`config.mk`:
```
export PLATFORM = sky130hd
export DESIGN_NAME = pipeline_ctrl
export DESIGN_NICKNAME = d
export VERILOG_FILES = /design/src/rtl/pipeline_ctrl.sv
export SDC_FILE = /design/constraint.sdc
export NUM_CORES = 1
export LEC_CHECK = 0
export CAP_MARGIN = 40
export CORE_MARGIN = 1.5
export CORE_UTILIZATION = 30
export DETAILED_ROUTE_END_ITERATION = 7
export GPL_TIMING_DRIVEN = 0
export PLACE_DENSITY = 0.64
export SLEW_MARGIN = 30
export SYNTH_ARGS = -nofsm -noshare
export SYNTH_HDL_FRONTEND = slang
export SYNTH_SLANG_ARGS = --single-unit
```
`constraint.sdc`:
```
create_clock -name clk -period 4.2 [get_ports clk]
set_clock_uncertainty 0.05 [all_clocks]
set_input_delay 1.05 -clock clk [delete_from_list [all_inputs] [get_ports clk]]
set_output_delay 1.05 -clock clk [all_outputs]
set_load 0.05 [all_outputs]
```
`src/rtl/pipeline_ctrl.sv`:
```
// pipeline_ctrl: hazard sequencing for the five-stage pipelined RISC-V core.
// Covers what forwarding cannot: load-use stalls, taken-branch flushes, and
// variable-latency data-memory freezes guarded by a timeout watchdog.
//
// Ports:
//   clk, reset            - clock, synchronous active-high reset
//   Rs1D, Rs2D            - source registers of the instruction in D
//   RdE, LoadE            - destination / is-load of the instruction in E
//   PCSrcE                - taken branch or jump in E
//   MemReqM, MemReadyM    - M-stage access pending / completing this cycle
//   StallF/D/E/M          - hold the F/D/E/M pipeline registers
//   FlushD/E/W            - bubble the D/E/W pipeline registers
//   MemErr                - sticky memory-timeout flag (cleared by reset)
//   StallCount/FlushCount - saturating performance counters
module pipeline_ctrl #(
  parameter int unsigned MEM_TIMEOUT = 16,
  parameter int unsigned TO_W        = 8,
  parameter int unsigned CNT_W       = 32
) (
  input  logic             clk,
  input  logic             reset,
  input  logic [4:0]       Rs1D,
  input  logic [4:0]       Rs2D,
  input  logic [4:0]       RdE,
  input  logic             LoadE,
  input  logic             PCSrcE,
  input  logic             MemReqM,
  input  logic             MemReadyM,
  output logic             StallF,
  output logic             StallD,
  output logic             StallE,
  output logic             StallM,
  output logic             FlushD,
  output logic             FlushE,
  output logic             FlushW,
  output logic             MemErr,
  output logic [CNT_W-1:0] StallCount,
  output logic [CNT_W-1:0] FlushCount
);

  typedef enum logic [1:0] {
    RUN      = 2'd0,
    MEM_WAIT = 2'd1,
    ERROR    = 2'd2
  } state_t;

  state_t            r_state;
  state_t            w_next;
  logic [TO_W-1:0]   r_wait;
  logic [TO_W-1:0]   w_wait_next;
  logic              r_err;
  logic              w_err_set;
  logic              w_load_use;
  logic              w_hazards;
  logic [CNT_W-1:0]  r_scnt;
  logic [CNT_W-1:0]  r_fcnt;

  assign w_load_use = LoadE && (RdE != 5'd0) && ((RdE == Rs1D) || (RdE == Rs2D));

  always_comb begin
    w_next      = r_state;
    w_wait_next = r_wait;
    w_err_set   = 1'b0;
    w_hazards   = 1'b0;
    StallF      = 1'b0;
    StallD      = 1'b0;
    StallE      = 1'b0;
    StallM      = 1'b0;
    FlushD      = 1'b0;
    FlushE      = 1'b0;
    FlushW      = 1'b0;

    if (reset) begin
      FlushD = 1'b1;
      FlushE = 1'b1;
      FlushW = 1'b1;
    end else begin
      case (r_state)
        RUN: begin
          if (MemReqM && !MemReadyM) begin
            {StallF, StallD, StallE, StallM, FlushW} = '1;
            w_next      = MEM_WAIT;
            w_wait_next = TO_W'(1);
          end else begin
            w_hazards = 1'b1;
          end
        end
        MEM_WAIT: begin
          if (MemReadyM) begin
            // Release cycle: the held E-stage instruction is re-evaluated now.
            w_next      = RUN;
            w_wait_next = '0;
            w_hazards   = 1'b1;
          end else begin
            {StallF, StallD, StallE, StallM, FlushW} = '1;
            if (r_wait == TO_W'(MEM_TIMEOUT - 1)) begin
              w_next      = ERROR;
              w_wait_next = '0;
              w_err_set   = 1'b1;
            end else begin
              w_wait_next = r_wait + 1'b1;
            end
          end
        end
        ERROR: begin
          {StallF, StallD, StallE, StallM, FlushW} = '1;
        end
        default: begin
          w_next      = RUN;
          w_wait_next = '0;
        end
      endcase

      if (w_hazards) begin
        if (PCSrcE) begin
          FlushD = 1'b1;
          FlushE = 1'b1;
        end else if (w_load_use) begin
          StallF = 1'b1;
          StallD = 1'b1;
          FlushE = 1'b1;
        end
      end
    end
  end

  always_ff @(posedge clk) begin
    if (reset) begin
      r_state <= RUN;
      r_wait  <= '0;
      r_err   <= 1'b0;
      r_scnt  <= '0;
      r_fcnt  <= '0;
    end else begin
      r_state <= w_next;
      r_wait  <= w_wait_next;
      if (w_err_set) begin
        r_err <= 1'b1;
      end
      if (StallF && (r_scnt != '1)) begin
        r_scnt <= r_scnt + 1'b1;
      end
      if ((FlushD || FlushE) && (r_fcnt != '1)) begin
        r_fcnt <= r_fcnt + 1'b1;
      end
    end
  end

  assign MemErr     = r_err;
  assign StallCount = r_scnt;
  assign FlushCount = r_fcnt;

endmodule

```
**Yosys cells after proc, flatten, opt, wreduce, memory -nomap -nowiden**

Index checks and enable logic that the tools add are counted.

- Word-level logic and storage cells: 62
- Output and inout port bits: 72
- Bits in registers: 75
- Input bits: 21

- Equality and inequality tests: 9
- Bitwise logic cells: 1
- Add/subtract/negate cells: 3
- Reduce and logical (&&, ||, !) cells: 12
- Muxes and demuxes: 32

Operators by type and width:

| cell | count |
|---|---|
| $add A32 B1 Y32 const B | 2 |
| $ne A32 B32 Y1 const B | 2 |
| $mux W8 | 3 |
| $pmux W8 S3 | 1 |
| $mux W1 | 22 |
| $eq A5 B5 Y1 | 2 |
| $add A8 B1 Y8 const B | 1 |
| $eq A8 B4 Y1 const B | 1 |
| $mux W2 | 3 |
| $pmux W2 S3 | 1 |
| $logic_and A1 B1 Y1 | 5 |
| $reduce_bool A5 Y1 | 1 |
| $ne A3 B3 Y1 const B | 1 |
| $pmux W1 S3 | 1 |
| $reduce_and A3 Y1 | 1 |
| $eq A2 B1 Y1 const B | 1 |
| $eq A2 B2 Y1 const B | 1 |
| $logic_not A2 Y1 | 1 |
| $logic_or A1 B1 Y1 | 2 |
| $ne A2 B2 Y1 const B | 1 |
| $pmux W1 S2 | 1 |
| $reduce_and A2 Y1 | 1 |
| $logic_not A1 Y1 | 1 |
| $not A1 Y1 | 1 |

**Logic depth before layout (Yosys ltp)**

- Depth in word-level cells: 9
- Mapped depth: 10
- Depth with buffers taken out: 8

**Worst setup path before layout**

Ideal clock, no wire load.

- Kind: input to output
- Start point: input port MemReadyM
- End point: output port StallF
- Buffers on the path: 1
- Stages on the path: 6
- Arrival: 2.991 ns
- Path slack: 0.109 ns
- Required time: 3.100 ns
- Cells stage by stage: nor2_2 > o21ai_0 > a21oi_1 > a21oi_2 > inv_2 > buf_4

- Longest elaborated chain between the ends: 8
- Elaborated cells on any way between the ends: 13
- Those cells by class: 11 x mux; 2 x reduce/logical

Ends and longest elaborated chain:

| what | line | source |
|---|---|---|
| start: declaration | 28 | `input logic MemReadyM,` |
| $logic_not A1 Y1 | 80 | `if (MemReqM && !MemReadyM) begin` |
| $logic_and A1 B1 Y1 | 80 |  |
| $mux W1 | n/a |  |
| $pmux W1 S3 | n/a |  |
| $mux W1 (2 in a row) | n/a |  |
| $mux W1 (*) (2 in a row) | n/a |  |
| end: declaration | 29 | `output logic StallF,` |

Every way passes the cells marked *; elsewhere a longest branch is shown, timed or not. The select of a mux whose other input is x is not followed.

**Final worst setup path**

- Start point: input port RdE[4]
- End point: output port StallF

- Longest elaborated chain between the ends: 7
- Elaborated cells on any way between the ends: 10
- Those cells by class: 2 x eq/ne; 4 x mux; 4 x reduce/logical

Ends and longest elaborated chain:

| what | line | source |
|---|---|---|
| start: declaration | 24 | `input logic [4:0] RdE,` |
| $eq A5 B5 Y1 or $reduce_bool A5 Y1 (tied branches) | 58 | `assign w_load_use = LoadE && (RdE != 5'd0) && ((RdE == Rs1D) \|\| (RdE == Rs2D));` |
| $logic_or A1 B1 Y1 or $logic_and A1 B1 Y1 (tied branches) | 58 |  |
| $logic_and A1 B1 Y1 (*) | 58 |  |
| $mux W1 (*) | 118 | `end else if (w_load_use) begin` |
| $mux W1 (*) | 115 | `if (PCSrcE) begin` |
| $mux W1 (*) | 114 | `if (w_hazards) begin` |
| $mux W1 (*) | 73 | `if (reset) begin` |

Every way passes the cells marked *; elsewhere a longest branch is shown, timed or not.

==> run metrics <==
status=finished, final reports clean; WL met2=5.025 mm; Routed met3 length=around 610 um; period utilisation layout=97.58%; Fmax=approximately 240 MHz; Net Switching=0.3922 mW; total die area=roughly 14000 sq um; setup violators final=0; Rows=41; initial DRC count=202; Final Hold Viols=0; Worst-Skew Late Latency=between 0.3 and 0.4 ns; CP Capture Point=StallF; number of buffers created by CTS=9; CP startpoint=RdE[4]; Cell Pwr Density=between 300 and 400 nW/um^2; Period minus WS final=4.099 ns; worst slack, placed=-0.7014 ns; most frequent cells in the layout=clkdlybuf4s50_1, dfxtp_1, nor2_1, xnor2_1, nand2_1; synthesized flop and latch total=75; core area=12670 sq um; Met1 Wirelength=5.026 mm; sequential power share=44.2%; post-synthesis instance total=462; GRT overflow=0; post-synthesis sequential area ratio=38.54%; Synth cell types=61; syn avg cell area=8.433 sq um; layout net count=just under 600; Post-Synthesis Cell Area=3896 sq um; top sig layer=met4; worst vdd ir=0.0001546 V; DR vias=3732; initial antenna violation count=0; ys async rst share=0%; hpwl dp=between 7 and 8 mm; clock root cell=clkbuf_16; Avg WL per Cell=14.49 um; Total Power=1.639 mW; CTS tree=yes; Max-slew headroom=58.27%; Post-synth EDFFs=0; H-tree levels=3; # diodes=0; worst-case reg-to-reg path depth=10; IO Port Bufs=91; Synthesized Nets=486; Reg2Reg Launch Point=r_state[1]; critical path data arrival time=3.00 ns; Area growth syn-to-layout=37.32%; total routed wirelength=around 11 mm; Net Sw Frac=23.92%; reg2reg setup slack=1.64 ns; Initial Util=a little under a third; vias in the first global route=about 3400; clock power share=46.8%; power share of the combinational group=9.0%; final hold slack=0.4011 ns; critical path class=input pin to output port; CP endpoint kind=output port; Hold Crit Class=flop to flop; residual DRC count=0; Pleak=1.713 nW; CP Data Required Time=around 3.1 ns; Worst Tran Pin Value=about 0.63 ns; die width=approximately 120 um; Crit Path Max Fanout=4; largest net degree at the start of global routing=13; post-layout worst setup margin=0.1015 ns; clk sinks=75; Total GRT Usage=15.90%; hold buffer count at cts=0; most common cell after layout, fill and taps aside=clkdlybuf4s50_1; drt pass-1 iters=4; FF-to-FF End=StallCount[26]; Cell Count Post-Placement=725; worst-case clock buffer depth=2; Clock Pin Slew Worst Setup and Hold Paths=0.06 ns; post-route ant nets=0; io pins=between 90 and 100; GP Congestion=0.8498; # Max-Cap Violations=0; first-pass GRT wire length=17.01 mm; Ys Warns=0; die height=117.0 um; Slew Limit Fails=0; Fill cells=1263; Top FF cell, synth=dfxtp_1; type of origin of the critical path=input pin; final std cells w/o fill=about 740; RSZ-0062 raised after global routing=no; Avg Vias per Cell=5.016; P_int=1.247 mW; share of cells above drive strength 1=9.965%
critical path, cell delays in order:
cell             delay (ns)
clkdlybuf4s50_1        0.47
or4_4                  0.45
o2111ai_4              0.24
nor3_1                 0.08
a21oi_2                0.28
inv_2                  0.10
buf_4                  0.14
buf_4                  0.18
state kept, by name, indices dropped and copies added, names as in the netlist:
name / cells
r_state: 2
MemErr: 1
FlushCount: 32
StallCount: 32
r_wait: 8
power groups by stage:
stage               registers [mW]  clock network (mW)  logic, mW
global placement             0.739                   0      0.145
detailed placement           0.740                   0      0.146
CTS                          0.724               0.785      0.146
global route                 0.724               0.821      0.159
floorplan                    0.753                   0     0.0737
finish                       0.724               0.768      0.148
through the flow:
stage / utilization [%] / instance area (sq um) / setup TNS (ns)
floorplan: - / 3896 / 0
global placement: 39.64 / 5022 / -1.797
detailed placement: 39.64 / 5022 / -1.929
CTS: 41.95 / 5315 / -0.07597
global route: 42.22 / 5350 / 0
finish: 42.22 / 5350 / 0
layout make-up:
| class | count | area [sq um] | area share [%] |
|---|---|---|---|
| tap | 172 | 215.2 | 4.022 |
| sequential | 75 | 1501 | 28.06 |
| multi-input combinational | 353 | 2243 | 41.93 |
| clock inverter | 5 | 52.55 | 0.9822 |
| inverter | 14 | 52.55 | 0.9822 |
| buffer | 20 | 113.9 | 2.128 |
| timing repair buffer | 94 | 928.4 | 17.35 |
| clock buffer | 11 | 242.7 | 4.537 |
layer usage:
metal | GRT usage (%) | vias to the layer above
li1 | - | 1854
met1 | 21.12 | 1779
met2 | 24.80 | 89
met3 | 4.274 | 10
met4 | 5.944 | 0
met5 | 0 | -
worst min-delay path by stage:
stage               from  slack [ns]  cells past startpoint         to
2_1_floorplan  r_wait[1]        0.42                      2  r_wait[1]
4_1_cts           MemErr        0.41                      2     MemErr
6_report          MemErr        0.40                      2     MemErr
5_1_grt           MemErr        0.44                      2     MemErr
3_3_place_gp      MemErr        0.39                      2     MemErr
3_5_place_dp      MemErr        0.40                      2     MemErr
cells in the mapped netlist (all sizes together) (3+ instances only):
master | count | area share [%]
ha | 3 | 0.96
buf | 11 | 1.9
and2 | 3 | 0.48
a21oi | 20 | 2.7
o31ai | 3 | 0.58
and3 | 7 | 1.2
nor4b | 6 | 1.5
xnor2 | 48 | 11
nand2 | 37 | 3.6
or3 | 9 | 1.4
xor2 | 15 | 3.4
and4 | 6 | 1.4
nand3 | 28 | 3.6
nor3b | 3 | 0.71
nor2 | 69 | 6.7
nor4 | 16 | 3.7
dfxtp | 75 | 39
or4 | 6 | 1.2
clkbuf | 8 | 0.77
o21ai | 11 | 1.4
nor3 | 18 | 2.7
nand4 | 22 | 3.7
inv | 14 | 1.3
what timing repair did:
action / 4_1_cts / 5_1_grt
resized for setup: 17 / 8
endpoints found under the setup margin: 5 / 3
endpoints found under the hold margin: 0 / 0
gates cloned: 0 / 0
pin swaps: 1 / 2
setup buffers: 2 / 1
cell families after synthesis:
kind of cell,count (synthesis),synth area share (%)
simple gates,235,32.75
flops,75,38.54
xor+xnor,63,14.16
compound gates,51,9.056
buf+inv,34,4.271
fa+ha+maj,3,0.9635
mux,1,0.2569
(Power assumes the default switching activity.)
